--- src/rtl/led_cmd_uart_tx.sv ---
// led_cmd_uart_tx: host-side encoder for the LED panel serial command link.
// Each accepted panel command becomes 1-3 bytes, each sent as 8N1 UART at
// CLKS_PER_BIT clocks per bit. A resync request queues the byte 0xF5, which is
// never inserted inside a command.
// Optional build macro LED_CMD_TX_RESYNC_EN: prefixes every set/clear pixel
// command with 0xF5 so the panel receiver always restarts from control state.
module led_cmd_uart_tx #(
   parameter int CLKS_PER_BIT = 20
) (
   input  logic       clk,
   input  logic       reset,
   input  logic       cmd_valid,
   output logic       cmd_ready,
   input  logic [1:0] cmd_op,
   input  logic [2:0] cmd_rgb,
   input  logic [3:0] cmd_x,
   input  logic [3:0] cmd_y,
   input  logic       sync_req,
   output logic       uart_tx,
   output logic       busy,
   output logic       byte_done
);

   localparam logic [7:0] CNT_LAST  = 8'(CLKS_PER_BIT - 1);
   localparam logic [7:0] CNT_DONE  = 8'(CLKS_PER_BIT - 2);
   localparam logic [7:0] SYNC_BYTE = 8'hF5;

   typedef enum logic [1:0] {
      IDLE  = 2'd0,
      START = 2'd1,
      DATA  = 2'd2,
      STOP  = 2'd3
   } state_t;

   state_t      state_r;
   logic [7:0]  cnt_r;
   logic [2:0]  idx_r;
   logic [7:0]  shreg_r;
   logic [7:0]  q0_r;
   logic [7:0]  q1_r;
   logic [7:0]  q2_r;
   logic [1:0]  left_r;
   logic        pend_r;
   logic        tx_r;
   logic        ready_r;
   logic        busy_r;
   logic        done_r;

   logic [7:0]  first_s;
   logic [7:0]  q0_s;
   logic [7:0]  q1_s;
   logic [7:0]  q2_s;
   logic [1:0]  left_s;
   logic        launch_sync_s;

   assign uart_tx   = tx_r;
   assign cmd_ready = ready_r;
   assign busy      = busy_r;
   assign byte_done = done_r;

   // Expand the presented command into its first byte plus the queued followers.
   always_comb begin
      first_s = 8'h00;
      q0_s    = 8'h00;
      q1_s    = 8'h00;
      q2_s    = 8'h00;
      left_s  = 2'd0;
      case (cmd_op)
         2'd0: begin
            first_s = {4'h0, 1'b0, cmd_rgb};
         end
         2'd1, 2'd2: begin
`ifdef LED_CMD_TX_RESYNC_EN
            first_s = SYNC_BYTE;
            q0_s    = {2'b00, cmd_op, 4'h0};
            q1_s    = {4'h0, cmd_x};
            q2_s    = {4'h0, cmd_y};
            left_s  = 2'd3;
`else
            first_s = {2'b00, cmd_op, 4'h0};
            q0_s    = {4'h0, cmd_x};
            q1_s    = {4'h0, cmd_y};
            left_s  = 2'd2;
`endif
         end
         2'd3: begin
            first_s = 8'h30;
         end
         default: begin
            first_s = 8'h00;
         end
      endcase
   end

   // A queued resync byte launches at the end of a command's last stop bit.
   always_comb begin
      if ((state_r == STOP) && (cnt_r == CNT_LAST) && (left_r == 2'd0)) begin
         launch_sync_s = pend_r | sync_req;
      end else begin
         launch_sync_s = 1'b0;
      end
   end

   // Remember a resync request that arrives while a transfer is in progress.
   always_ff @(posedge clk) begin
      if (!reset) begin
         pend_r <= 1'b0;
      end else if (launch_sync_s) begin
         pend_r <= 1'b0;
      end else if (sync_req && (state_r != IDLE)) begin
         pend_r <= 1'b1;
      end else begin
         pend_r <= pend_r;
      end
   end

   // Byte sequencer and bit serialiser with registered line and status outputs.
   always_ff @(posedge clk) begin
      if (!reset) begin
         state_r <= IDLE;
         cnt_r   <= 8'd0;
         idx_r   <= 3'd0;
         shreg_r <= 8'h00;
         q0_r    <= 8'h00;
         q1_r    <= 8'h00;
         q2_r    <= 8'h00;
         left_r  <= 2'd0;
         tx_r    <= 1'b1;
         ready_r <= 1'b0;
         busy_r  <= 1'b0;
         done_r  <= 1'b0;
      end else begin
         done_r <= 1'b0;
         case (state_r)
            IDLE: begin
               cnt_r <= 8'd0;
               idx_r <= 3'd0;
               if (sync_req) begin
                  shreg_r <= SYNC_BYTE;
                  left_r  <= 2'd0;
                  state_r <= START;
                  tx_r    <= 1'b0;
                  busy_r  <= 1'b1;
                  ready_r <= 1'b0;
               end else if (cmd_valid && ready_r) begin
                  shreg_r <= first_s;
                  q0_r    <= q0_s;
                  q1_r    <= q1_s;
                  q2_r    <= q2_s;
                  left_r  <= left_s;
                  state_r <= START;
                  tx_r    <= 1'b0;
                  busy_r  <= 1'b1;
                  ready_r <= 1'b0;
               end else begin
                  tx_r    <= 1'b1;
                  busy_r  <= 1'b0;
                  ready_r <= 1'b1;
               end
            end
            START: begin
               if (cnt_r == CNT_LAST) begin
                  cnt_r   <= 8'd0;
                  idx_r   <= 3'd0;
                  state_r <= DATA;
                  tx_r    <= shreg_r[0];
               end else begin
                  cnt_r <= cnt_r + 8'd1;
               end
            end
            DATA: begin
               if (cnt_r == CNT_LAST) begin
                  cnt_r <= 8'd0;
                  if (idx_r == 3'd7) begin
                     state_r <= STOP;
                     tx_r    <= 1'b1;
                  end else begin
                     idx_r <= idx_r + 3'd1;
                     tx_r  <= shreg_r[idx_r + 3'd1];
                  end
               end else begin
                  cnt_r <= cnt_r + 8'd1;
               end
            end
            STOP: begin
               if (cnt_r == CNT_DONE) begin
                  done_r <= 1'b1;
               end
               if (cnt_r == CNT_LAST) begin
                  cnt_r <= 8'd0;
                  if (left_r != 2'd0) begin
                     shreg_r <= q0_r;
                     q0_r    <= q1_r;
                     q1_r    <= q2_r;
                     q2_r    <= 8'h00;
                     left_r  <= left_r - 2'd1;
                     state_r <= START;
                     tx_r    <= 1'b0;
                  end else if (launch_sync_s) begin
                     shreg_r <= SYNC_BYTE;
                     state_r <= START;
                     tx_r    <= 1'b0;
                  end else begin
                     state_r <= IDLE;
                     busy_r  <= 1'b0;
                     ready_r <= 1'b1;
                  end
               end else begin
                  cnt_r <= cnt_r + 8'd1;
               end
            end
            default: begin
               state_r <= IDLE;
               tx_r    <= 1'b1;
               busy_r  <= 1'b0;
               ready_r <= 1'b0;
            end
         endcase
      end
   end

endmodule
--- config.mk ---
export PLATFORM = sky130hd
export DESIGN_NAME = led_cmd_uart_tx
export DESIGN_NICKNAME = d
export VERILOG_FILES = /design/src/rtl/led_cmd_uart_tx.sv
export SDC_FILE = /design/constraint.sdc
export NUM_CORES = 1
export LEC_CHECK = 0
export CAP_MARGIN = 20
export CORE_MARGIN = 3
export CORE_UTILIZATION = 56
export DETAILED_ROUTE_END_ITERATION = 10
export GPL_ROUTABILITY_DRIVEN = 1
export PLACE_DENSITY = 0.86
export SETUP_SLACK_MARGIN = 0.5
export SYNTH_ARGS = -nofsm -noshare
export SYNTH_HDL_FRONTEND = slang
export SYNTH_SLANG_ARGS = --single-unit
--- constraint.sdc ---
create_clock -name clk -period 2.5 [get_ports clk]
set_input_delay 0.5 -clock clk [delete_from_list [all_inputs] [get_ports clk]]
set_output_delay 0.5 -clock clk [all_outputs]
set_load 0.01 [all_outputs]
Word level (Yosys, flattened, before mapping)
Cells that the tools add are included.
Word-level totals
  register bits: 52
  input bits: 17
  output and inout port bits: 4
  word-level logic and storage cells: 130
Operators by class
  add/sub/neg operators: 3
  $lt $le $gt $ge: 1
  eq/ne operators: 21
  mux-type cells: 68
  bitwise gates (word level): 2
  reduce and logical (&&, ||, !) cells: 22
Operator list (count)
  8-bit 2-to-1 mux: 18
  8-bit case mux with 2 select lines: 5
  8-bit case mux with 3 select lines: 1
  2-bit 2-to-1 mux: 11
  1-bit 2-to-1 mux: 21
  4-bit AND reduction: 5
  8-bit by 5-bit == test with 1-bit output (second input constant): 2
  2-bit inequality test (second input constant): 8
  5-bit AND reduction: 2
  3-bit 2-to-1 mux: 3
  3-bit case mux with 3 select lines: 1
  8-bit by 1-bit adder with 8-bit output (second input constant): 1
  2-bit == test (second input constant): 4
  4-bit 2-to-1 mux: 2
  2-bit case mux with 4 select lines: 1
  2-bit zero test: 3
  2-bit nonzero test: 3
  2-bit by 1-bit == test with 1-bit output (second input constant): 2
  1-bit logical AND: 4
  3-bit by 4-bit less-than comparator with 1-bit output (second input constant): 1
  2-bit by 1-bit inequality test with 1-bit output (second input constant): 2
  1-bit case mux with 2 select lines: 2
  1-bit case mux with 4 select lines: 1
  2-bit case mux with 2 select lines: 1
  12 further kinds: 13

Logic depth before layout (Yosys ltp)
Gate-level depths: netlist of run 1.
  depth in word-level cells: 8
  depth in mapped cells: 8
  gate-level depth less buffers: 6

Worst setup path after synthesis of run 1
Ideal clock, no wire load.
  path type: register to register
  start: register cnt_r[0]
  end: register tx_r, in the netlist uart_tx
  arrival time: 1.848 ns
  required time: 2.363 ns
  path slack: 0.515 ns
  cell stages (with the launch flop): 7
  clock period less this slack: 1.985 ns
  cells stage by stage: dfxtp_1 > ha_1 > or3b_1 > clkbuf_1 > o31a_1 > a2111oi_4 > a32oi_1
Between the ends
  longest elaborated chain between the ends: 6
Ends and longest elaborated chain
  start, declared: line 36  | logic [7:0] cnt_r;
  start signal, assigned: line 168  | cnt_r <= cnt_r + 8'd1;
  start signal, assigned: line 182  | cnt_r <= cnt_r + 8'd1;
  start signal, assigned: line 209  | cnt_r <= cnt_r + 8'd1;
  8-bit by 5-bit == test with 1-bit output *
  1-bit logical AND (2 in series): line 97  | if ((state_r == STOP) && (cnt_r == CNT_LAST) && (left_r == 2'd0)) begin
  1-bit 2-to-1 mux: line 97
  3-bit by 2-bit inequality test with 1-bit output (no source line)
  4-bit AND reduction (no source line) *
  end signal, assigned: line 166  | tx_r <= shreg_r[0];
  end signal, assigned: line 179  | tx_r <= shreg_r[idx_r + 3'd1];
  end, declared: line 44  | logic tx_r;
Every way passes the cells marked *; elsewhere a longest branch is shown, timed or not.
A chain may end at the register's enable or synchronous reset.

Worst setup path in the final report of run 1
Ends and elaborated chain as after synthesis.

==> out/metrics.yaml, run 1 <==
fin_crit_ns: 1.988
start_util_pct: 59.03
drtIter0Drc: 103
cts_sinks: 35
totalWireLength_mm: 4.387
htree_levels: 2
max-slew-margin-rel_pct: 60.11
clk_latency_ns: 0.34
synth_seq_cells: 35
cts_tree: "done"
syn_nets: 261
hold_viol: 0
coreArea_um2: 3390
synth_ff_type: "dfxtp_1"
routed_via_density: 5.930
route.detailed.drc: 0
cp_slowest_cell: "or3b_4"
num_vias: 1785
grt_antenna_before_repair: 0
yosysUniqueCellTypes: 53
routedWlPerCell_um: 14.57
final.setup.tns_ns: 0
die-area_um2: 4326
multi_input_area_um2: 1231
tightest_slew_ns: 0.5984
cts-root-buf: "clkbuf_4"
dp.final_hpwl_mm: 3.136
n_antenna_cell: 0
drive_gt1_share_pct: 12.55
numCtsBuffers: 5
rsz0062_at_grt: "true"
cts.clk_slew.worst_paths_ns: 0.11
nNetsFinal: 284
outcome: "finished clean"
async_flop_share_pct: 0
crit_arrival_ns: 2.21
grt_max_degree: 33
ff2ff_path_depth: 5
r2r_slack_ns: 0.51
path_max_fanout: 8
clock_skew_ns: 0.008260
clock_path_buffers: 2
max_freq_mhz: 503.1
rows: 21
ant_nets: 0
maxCapViolations: 0
start_kind: "flop"
synth_top_family_by_area: "compound AO/OA/AOI/OAI gates"
whs_path_depth: 1
area_growth_pct: 17.14
grt.overflow.total: 0
hp-start: "cnt_r[0]$_SDFF_PP0_"
drtPass1Iterations: 4
yosysWarningCount: 0
synth_cells: 231
yosysSeqAreaShare_pct: 35.02
hold_class: "reg -> reg"
synth_area_leader_cell: "dfxtp_1"
critPathRequiredTime_ns: 2.72
synth_xor_area_share_pct: 2.627
peakVddDrop_mv: 0.5746
critPathMaxStageDelay_ns: 0.46
synth_edf_count: 0
synth.cell_area_um2: 2001
synth-compound-area-share_pct: 22.58
die_w_um: 65.77
yosys.area_share.simple_pct: 22.01
fin_util_pct: 69.14
fillers: 270
rr_endpoint: "uart_tx$_SDFFE_PN1P_"
grtUsageTotal_pct: 21.64
hold_end: "cnt_r[0]$_SDFF_PP0_"
leakagePower_nw: 0.8586
ios: 21
layout.area.seq_um2: 706.9
grt_pass1_vias: 1702
portBuffers: 20
finalSetupViolations: 0
synth.area.top_cells: "dfxtp_1 35%, ha_1 8.1%, nand2_1 4.5%, mux2i_1 4.0%, nand3_1 4.0%"
maxSlewViolCount: 0
cp_cell_sequence: "ha_2 > or3b_4 > o31a_1 > a2111oi_4 > a32oi_1"
synth_fa_ha_area_share_pct: 8.130
end_kind: "flop"
die_h_um: 65.77
r2r_start: "cnt_r[0]$_SDFF_PP0_"
gp_congestion: 0.8923
synth.mux.area_fraction_pct: 4.565
grt_pass1_wl_mm: 7.307
finalCritPeriodShare_pct: 79.50
crit_type: "reg -> reg"
yosysTopAreaCellShare_pct: 35.02
syn_avg_cell_area_um2: 8.661
p_per_area_nw_per_um2: 818.0
worst max-delay path, delay by kind of cell (launching register included):
kind / cells / cell delay (ns)
AO/OA/AOI/OAI: 3 / 0.80
AND/OR/NAND/NOR: 1 / 0.46
flip-flops: 1 / 0.38
adder cells (fa/ha/maj): 1 / 0.22
report_power, final:
part / internal (mW) / switching, mW / leakage [nW]
Combinational: 0.382 / 0.481 / 0.543
Clock: 0.108 / 0.191 / 0.0282
Sequential: 0.676 / 0.0785 / 0.287
Total: 1.17 / 0.751 / 0.859
cells in the mapped netlist, drive strengths merged, types with 4 or more instances:
| library cell | count |
|---|---|
| nand3 | 16 |
| mux2i | 8 |
| ha | 13 |
| nor2 | 18 |
| a21oi | 15 |
| o31ai | 9 |
| inv | 12 |
| o21ai | 6 |
| clkbuf | 9 |
| o22ai | 4 |
| nand2 | 24 |
| dfxtp | 35 |
routing by layer:
metal | GRT usage (%) | up-vias | wire length (µm)
met2 | 38.30 | 44 | 2174
met1 | 25.37 | 842 | 1966
met5 | 0 | - | 0
met3 | 4.592 | 6 | 193
li1 | - | 893 | -
met4 | 8.031 | 0 | 53
through the flow:
| step | power (mW) | setup WS [ns] | hold WS (ns) | instances | area (µm²) |
|---|---|---|---|---|---|
| floorplan | 1.376 | 0.5149 | 0.4341 | 231 | 2001 |
| global placement | 1.582 | 0.2496 | 0.4416 | 291 | 2243 |
| detailed placement | 1.607 | 0.1875 | 0.4545 | 291 | 2243 |
| CTS | 1.907 | 0.5138 | 0.4604 | 299 | 2311 |
| global route | 2.054 | 0.4589 | 0.4751 | 301 | 2344 |
| finish | 1.917 | 0.5125 | 0.4632 | 301 | 2344 |
how the worst max path moves through the flow:
stage	slack, ns	depth (start not counted)	to	from
final	0.51	5	uart_tx$_SDFFE_PN1P_	cnt_r[0]$_SDFF_PP0_
after detailed placement	0.19	6	q0_r[3]$_SDFFE_PN0P_	cmd_op[0]
after global routing	0.46	5	uart_tx$_SDFFE_PN1P_	cnt_r[0]$_SDFF_PP0_
after global placement	0.25	6	q0_r[2]$_SDFFE_PN0P_	cmd_op[0]
after floorplan	0.51	6	uart_tx$_SDFFE_PN1P_	cnt_r[0]$_SDFF_PP0_
after CTS	0.51	5	uart_tx$_SDFFE_PN1P_	cnt_r[0]$_SDFF_PP0_
sequential cells by signal, indices dropped and copies added (netlist names):
| name | count |
|---|---|
| q1_r | 4 |
| busy | 1 |
| pend_r | 1 |
| shreg_r | 7 |
| idx_r | 3 |
| uart_tx | 1 |
| cnt_r | 8 |
| q0_r | 4 |
| state_r | 2 |
| left_r | 2 |
| cmd_ready | 1 |
| byte_done | 1 |
what timing repair did:
action	4_1_cts	5_1_grt
hold buffers	0	0
gates cloned	0	1
buffers inserted	0	1
resized for setup	7	5
pin swaps	1	1
setup endpoints to repair	12	10
area by class of cell:
type	instances	share of cell area [%]
repair buffers	26	10.46
clock buffers	6	1.762
well taps	46	2.456
flip-flops and latches	35	30.17
multi-input cells	173	52.54
clock inverters	2	0.5339
inverters	13	2.082
layout by cell type (no fill, tap or decap), types with 3 or more instances in the layout:
cell | netlist | final
buf_4 | 1 | 6
inv_1 | 12 | 12
o21ai_0 | 6 | 6
nor3b_1 | 3 | 3
a21oi_1 | 15 | 15
clkdlybuf4s50_1 | 0 | 20
nor2_1 | 17 | 17
nand2_1 | 24 | 24
a311oi_1 | 3 | 3
o22ai_1 | 4 | 4
mux2i_1 | 8 | 8
dfxtp_2 | 0 | 5
ha_1 | 13 | 12
dfxtp_1 | 35 | 30
a211oi_1 | 3 | 3
nand2b_1 | 3 | 3
o31ai_1 | 7 | 7
clkbuf_4 | 0 | 5
xor2_1 | 3 | 3
nand4_1 | 3 | 3
xnor2_1 | 3 | 3
a22oi_1 | 3 | 3
nand3_1 | 16 | 16
logic make-up after synthesis:
group | count (synthesis)
xor gates and xnor gates | 6
muxes | 9
AOI/OAI and AO/OA | 60
buffers and inverters | 24
and+or+nand+nor | 84
adders and majority gates | 13
DFF | 35
Note: power is estimated with default switching activity, not from simulation.
==> run 2: changes to the inputs <==
--- a/config.mk
+++ b/config.mk
@@ -7,10 +7,10 @@
 export LEC_CHECK = 0
 export CAP_MARGIN = 20
 export CORE_MARGIN = 3
-export CORE_UTILIZATION = 56
+export CORE_UTILIZATION = 51
 export DETAILED_ROUTE_END_ITERATION = 10
 export GPL_ROUTABILITY_DRIVEN = 1
-export PLACE_DENSITY = 0.86
+export PLACE_DENSITY = 0.83
 export SETUP_SLACK_MARGIN = 0.5
 export SYNTH_ARGS = -nofsm -noshare
 export SYNTH_HDL_FRONTEND = slang
==> constraint.sdc (replaced) <==
create_clock -name clk -period 1.75 [get_ports clk]
set_input_delay 0.35 -clock clk [delete_from_list [all_inputs] [get_ports clk]]
set_output_delay 0.35 -clock clk [all_outputs]
set_load 0.01 [all_outputs]
==> out/metrics.yaml, run 2 (same netlist as run 1, synthesis figures left out) <==
drtPass1Iterations: 4  # unchanged
setup_slack_ns: -0.07250  # -0.5850 ns
grt_pass1_vias: 1937  # +14%
final_common_cell: "buf_4"
grt_pass1_wl_mm: 8.956  # +23%
largest_reg_flops: 8  # unchanged
fin_hold_ws_ns: 0.4723  # +0.009162 ns
place_inst: 327  # +12%
max_flop_register: "cnt_r"
portBuffers: 20  # unchanged
clock_path_buffers: 2  # unchanged
drive_gt1_share_pct: 36.03  # +23 points
die_h_um: 68.63  # +4.3%
start_util_pct: 53.84  # -5.2 points
start_kind: "flop"
cts_tree: "done"
die-area_um2: 4710  # +8.9%
fin_crit_ns: 1.823  # -0.1650 ns
p_per_area_nw_per_um2: 1138  # +39%
hold_viol: 0  # unchanged
numCtsBuffers: 5  # unchanged
ios: 21  # unchanged
path_max_fanout: 7  # -1
cts-root-buf: "clkbuf_8"
grt_max_degree: 27  # -18%
rows: 22  # +4.8%
grtUsageTotal_pct: 25.56  # +3.9 points
gp_congestion: 0.8383  # -6.1%
critPathRequiredTime_ns: 1.97  # -0.75 ns
maxCapViolations: 0  # unchanged
nNetsFinal: 326  # +15%
route.detailed.drc: 0  # unchanged
end_kind: "flop"
htree_levels: 2  # unchanged
layout.area.seq_um2: 713.2  # +0.88%
grt_antenna_before_repair: 0  # unchanged
leakagePower_nw: 1.135  # +32%
fin_cells: 345  # +15%
crit_type: "reg -> reg"
cts_sinks: 35  # unchanged
rsz0062_at_grt: "true"
routed_via_density: 6.043  # +1.9%
largestRegisters: "cnt_r: 8 flops, shreg_r: 7 flops"
maxSlewViolCount: 0  # unchanged
grt.overflow.total: 0  # unchanged
violations: "setup timing"
ant_nets: 0  # unchanged
die_w_um: 68.63  # +4.3%
routedWlPerCell_um: 17.94  # +23%
hold_class: "reg -> reg"
outcome: "complete, but fails checks"
cts.clk_slew.worst_paths_ns: 0.08  # -0.03 ns
n_antenna_cell: 0  # unchanged
finalSetupViolations: 17  # +17
tightest_slew_ns: 0.4860  # -0.1124 ns
area_growth_pct: 49.09
totalWireLength_mm: 6.190  # +41%
crit_arrival_ns: 2.05  # -0.16 ns
finalCritPeriodShare_pct: 104.1  # +25 points
peakVddDrop_mv: 0.7252  # +26%
max-slew-margin-rel_pct: 67.48  # +7.4 points
power_mw: 3.395  # +77%
clk_latency_ns: 0.30  # -0.04 ns
max_freq_mhz: 548.7  # +9.1%
final_cell_mix: "39 x buf_4, 27 x dfxtp_1, 24 x nand2_1"
clock_skew_ns: 0.005789  # -0.002471 ns
fillers: 205  # -24%
coreArea_um2: 3716  # +9.6%
multi_input_area_um2: 1455  # +18%
dp.final_hpwl_mm: 3.633  # +16%
hold_buffers: 0  # unchanged
drtIter0Drc: 193  # +87%
num_vias: 2085  # +17%
-- run 2: changes by cell type in the layout (fill, tap and decap cells not counted), sizes merged --
cell,previous run,this run
or4b,2,1
buf,6,50
clkdlybuf4s15,0,2
clkbuf,6,7
clkdlybuf4s50,20,16
-- run 2: routing by layer --
layer  part of all wire [%]  wire, µm  GRT usage [%]  up-vias
li1                       -         -              -      977
met1                     40      2495          31.16     1003
met2                     51      3167          44.34       79
met3                    4.9       303          5.186       26
met4                    3.6       223          8.685        0
met5                      0         0              0        -
-- run 2: what timing repair did --
item | CTS | global route
setup endpoints to repair | 39 | 39
setup buffers | 5 | 5
pin swaps | 14 | 16
gates resized for setup | 26 | 37
-- run 2: layout make-up --
| class | count | area share, % |
|---|---|---|
| Tap cell | 48 | 2.013 |
| Clock buffer | 6 | 2.433 |
| Multi-Input combinational cell | 172 | 48.78 |
| Sequential cell | 35 | 23.91 |
| Inverter | 13 | 1.636 |
| Clock inverter | 2 | 0.4195 |
| Timing Repair Buffer | 69 | 20.81 |
-- run 2: final timing paths --
path,startpoint,endpoint,slack [ns],depth (start not counted)
worst max-delay path,cnt_r[2]$_SDFF_PP0_,shreg_r[3]$_SDFFE_PN0P_,-0.07,5
worst min-delay path,idx_r[1]$_SDFFE_PN0P_,idx_r[1]$_SDFFE_PN0P_,0.47,2
worst max register to register,cnt_r[2]$_SDFF_PP0_,shreg_r[3]$_SDFFE_PN0P_,-0.07,5
worst min register to register,idx_r[1]$_SDFFE_PN0P_,idx_r[1]$_SDFFE_PN0P_,0.47,2
-- run 2: metrics by stage --
| step | setup TNS (ns) | worst slack, ns | utilization (%) | area [µm²] |
|---|---|---|---|---|
| 3_3_place_gp | -2.233 | -0.2717 | 69.93 | 2599 |
| 4_1_cts | -0.1562 | -0.05047 | 75.39 | 2801 |
| 5_1_grt | -1.572 | -0.1529 | 80.27 | 2983 |
| 3_5_place_dp | -2.774 | -0.3160 | 69.93 | 2599 |
| 6_report | -0.4517 | -0.07250 | 80.27 | 2983 |
| 2_1_floorplan | -0.3220 | -0.05658 | - | 2118 |
-- run 2: critical path: stages (launching register included) --
cell and delay, ns:
dfxtp_2 0.32, or4b_4 0.54, buf_8 0.16, o31a_1 0.31, nor2_4 0.22, mux2i_1 0.21
-- run 2: where the power goes --
group	switching [mW]	total (mW)	internal, mW
Combinational	0.921	1.70	0.778
Sequential	0.130	1.10	0.972
Clock	0.317	0.595	0.278
==> RTL edit (config.mk and constraints of run 1) <==
Add a define of `LED_CMD_TX_RESYNC_EN`.
--- a/src/rtl/led_cmd_uart_tx.sv
+++ b/src/rtl/led_cmd_uart_tx.sv
@@ -5,4 +5,6 @@
 // Optional build macro LED_CMD_TX_RESYNC_EN: prefixes every set/clear pixel
 // command with 0xF5 so the panel receiver always restarts from control state.
+`define LED_CMD_TX_RESYNC_EN
+
 module led_cmd_uart_tx #(
    parameter int CLKS_PER_BIT = 20
Check against the original RTL: no difference found for any inputs over 10 cycles, from zero or initial values and one cycle with reset low; that may be too few to reach the edited logic, so the function may still have changed.
==> RTL edit against run 1 <==
Combinational power rose by 2.9%; sequential cell count rose by 6; cell area rose by 5.9%; routed wire length rose by 3.9%; area after synthesis rose by 3.9%; via count rose by 2.9%; total power rose by 19%; first-iteration DRC count did not move; clock skew fell by 0.0034 ns; worst setup slack improved by 0.041 ns; maximum frequency rose by 2.1%; critical path depth did not move; critical path type unchanged.
==> RTL edit: results (changes against run 1) <==
* CTS clock-pin slew for the worst setup and hold paths at 0.08 ns (-0.03 ns)
* Leak at 0.924 nW (+7.6%)
* Largest net degree at the start of global routing at 40 (+21%)
* Setup Skew at 0.00487 ns (-0.00339 ns)
* Arrival time at the worst endpoint at 2.16 ns (-0.05 ns)
* Total track usage at 21.8% (+0.15 points)
* Post-DP HPWL at 3080 um (-1.9%)
* Slew HR at 66.2% (+6.1 points)
* Outcome: completed
* Final Core Density at 72.1% (+3.0 points)
* CTS Root Buffer Type: clkbuf_8
* Post-DP Area at 2300 um^2 (+2.6%)
* Syn_nets at 271 (+3.8%)
* Synth cell types at 49 (-7.5%)
* Top cells by area, synth: dfxtp_1 39%, nand3_1 8.4%, ha_1 7.2%
* Maximum VDD drop at 0.651 mV (+13%)
* GPL Wtd Cong at 0.885 (-0.87%)
* First-pass GRT wire length at 7360 um (+0.75%)
* Vias in the first global route at 1637 (-3.8%)
* # nets final at 290 (+2.1%)
* Vias at 1836 (+2.9%)
* Sequential area share after synthesis at 39.5% (+4.5 points)
* Drt total wl at 4560 um (+3.9%)
* Top flop regs: cnt_r (8), shreg_r (7), q0_r (6)
* Commonest cells post-synth: 41 x dfxtp_1, 35 x nand3_1, 20 x nor2_1, 20 x o21ai_0, 12 x ha_1
* Initial antenna violation count at 0 (unchanged)
* Worst skew pair latency at 0.30 ns (-0.04 ns)
* Worst-path maximum fanout at 5 (-3)
[RTL edit: cell types whose count changed in the layout (fill, tap and decap cells not counted), sizes merged, moves of 4 or more]
cell and delta:
or3 +4, nand3 +19, o21ai +14, a211o +4
nand2 -14, a21oi -4, o31ai -4, and3 +6
mux2i -4, dfxtp +6
[RTL edit: report_power, final]
group | internal, mW | total (mW) | switching (mW)
sequential | 0.766 | 0.843 | 0.0772
combinational | 0.383 | 0.888 | 0.505
clock | 0.325 | 0.557 | 0.233
[RTL edit: what timing repair did]
item / CTS / global route
buffers inserted: 0 / 1
cloned: 0 / 1
setup endpoints to repair: 8 / 11
pin swaps: 0 / 4
gates resized for setup: 2 / 12
hold endpoints to repair: 0 / 0
[RTL edit: worst paths after layout]
kind,from,to,slack (ns),cells past startpoint
min,busy$_SDFFE_PN0P_,busy$_SDFFE_PN0P_,0.47,2
max,cnt_r[5]$_SDFF_PP0_,left_r[0]$_SDFFE_PN0P_,0.55,5
max reg2reg,cnt_r[5]$_SDFF_PP0_,left_r[0]$_SDFFE_PN0P_,0.55,5
min reg2reg,busy$_SDFFE_PN0P_,busy$_SDFFE_PN0P_,0.47,2
[RTL edit: through the flow]
step	worst slack [ns]	instances	hold WS, ns
2_1_floorplan	0.711	242	0.437
3_3_place_gp	0.131	298	0.454
6_report	0.553	308	0.468
4_1_cts	0.497	306	0.472
3_5_place_dp	0.0697	298	0.455
5_1_grt	0.466	308	0.496
[RTL edit: worst max-delay path, stage by stage, from the launching register on]
cell	delay [ns]
dfxtp_1	0.37
nor4b_4	0.43
nand4b_1	0.22
a211o_1	0.36
or4_1	0.41
o31ai_1	0.07
[RTL edit: cell type report]
cell class	instances	area share, %
clock buffer	6	3.33
clock inverter	2	1.51
inverter	11	1.71
multi-input combinational	177	48.4
sequential	41	33.1
tap	46	2.32
timing repair buffer	25	9.68
[RTL edit: routing by layer]
layer	part of all wire [%]	routed length, um	vias to the layer above	global-route usage (%)
li1	-	-	925	-
met1	45	2050	830	27.5
met2	46	2120	67	35.1
met3	6.0	273	14	6.75
met4	2.6	117	0	7.09
met5	0	0	-	0
[RTL edit: cells by family (layout without fill, tap and decap cells)]
| family | after synthesis | after routing | synth area share (%) |
|---|---|---|---|
| simple gates | 92 | 93 | 23.2 |
| compound gates | 61 | 61 | 19.5 |
| flops | 41 | 41 | 39.5 |
| buf+inv | 25 | 44 | 5.06 |
| fa+ha+maj | 12 | 12 | 7.22 |
| xor+xnor | 6 | 6 | 2.53 |
| mux | 5 | 5 | 3.01 |
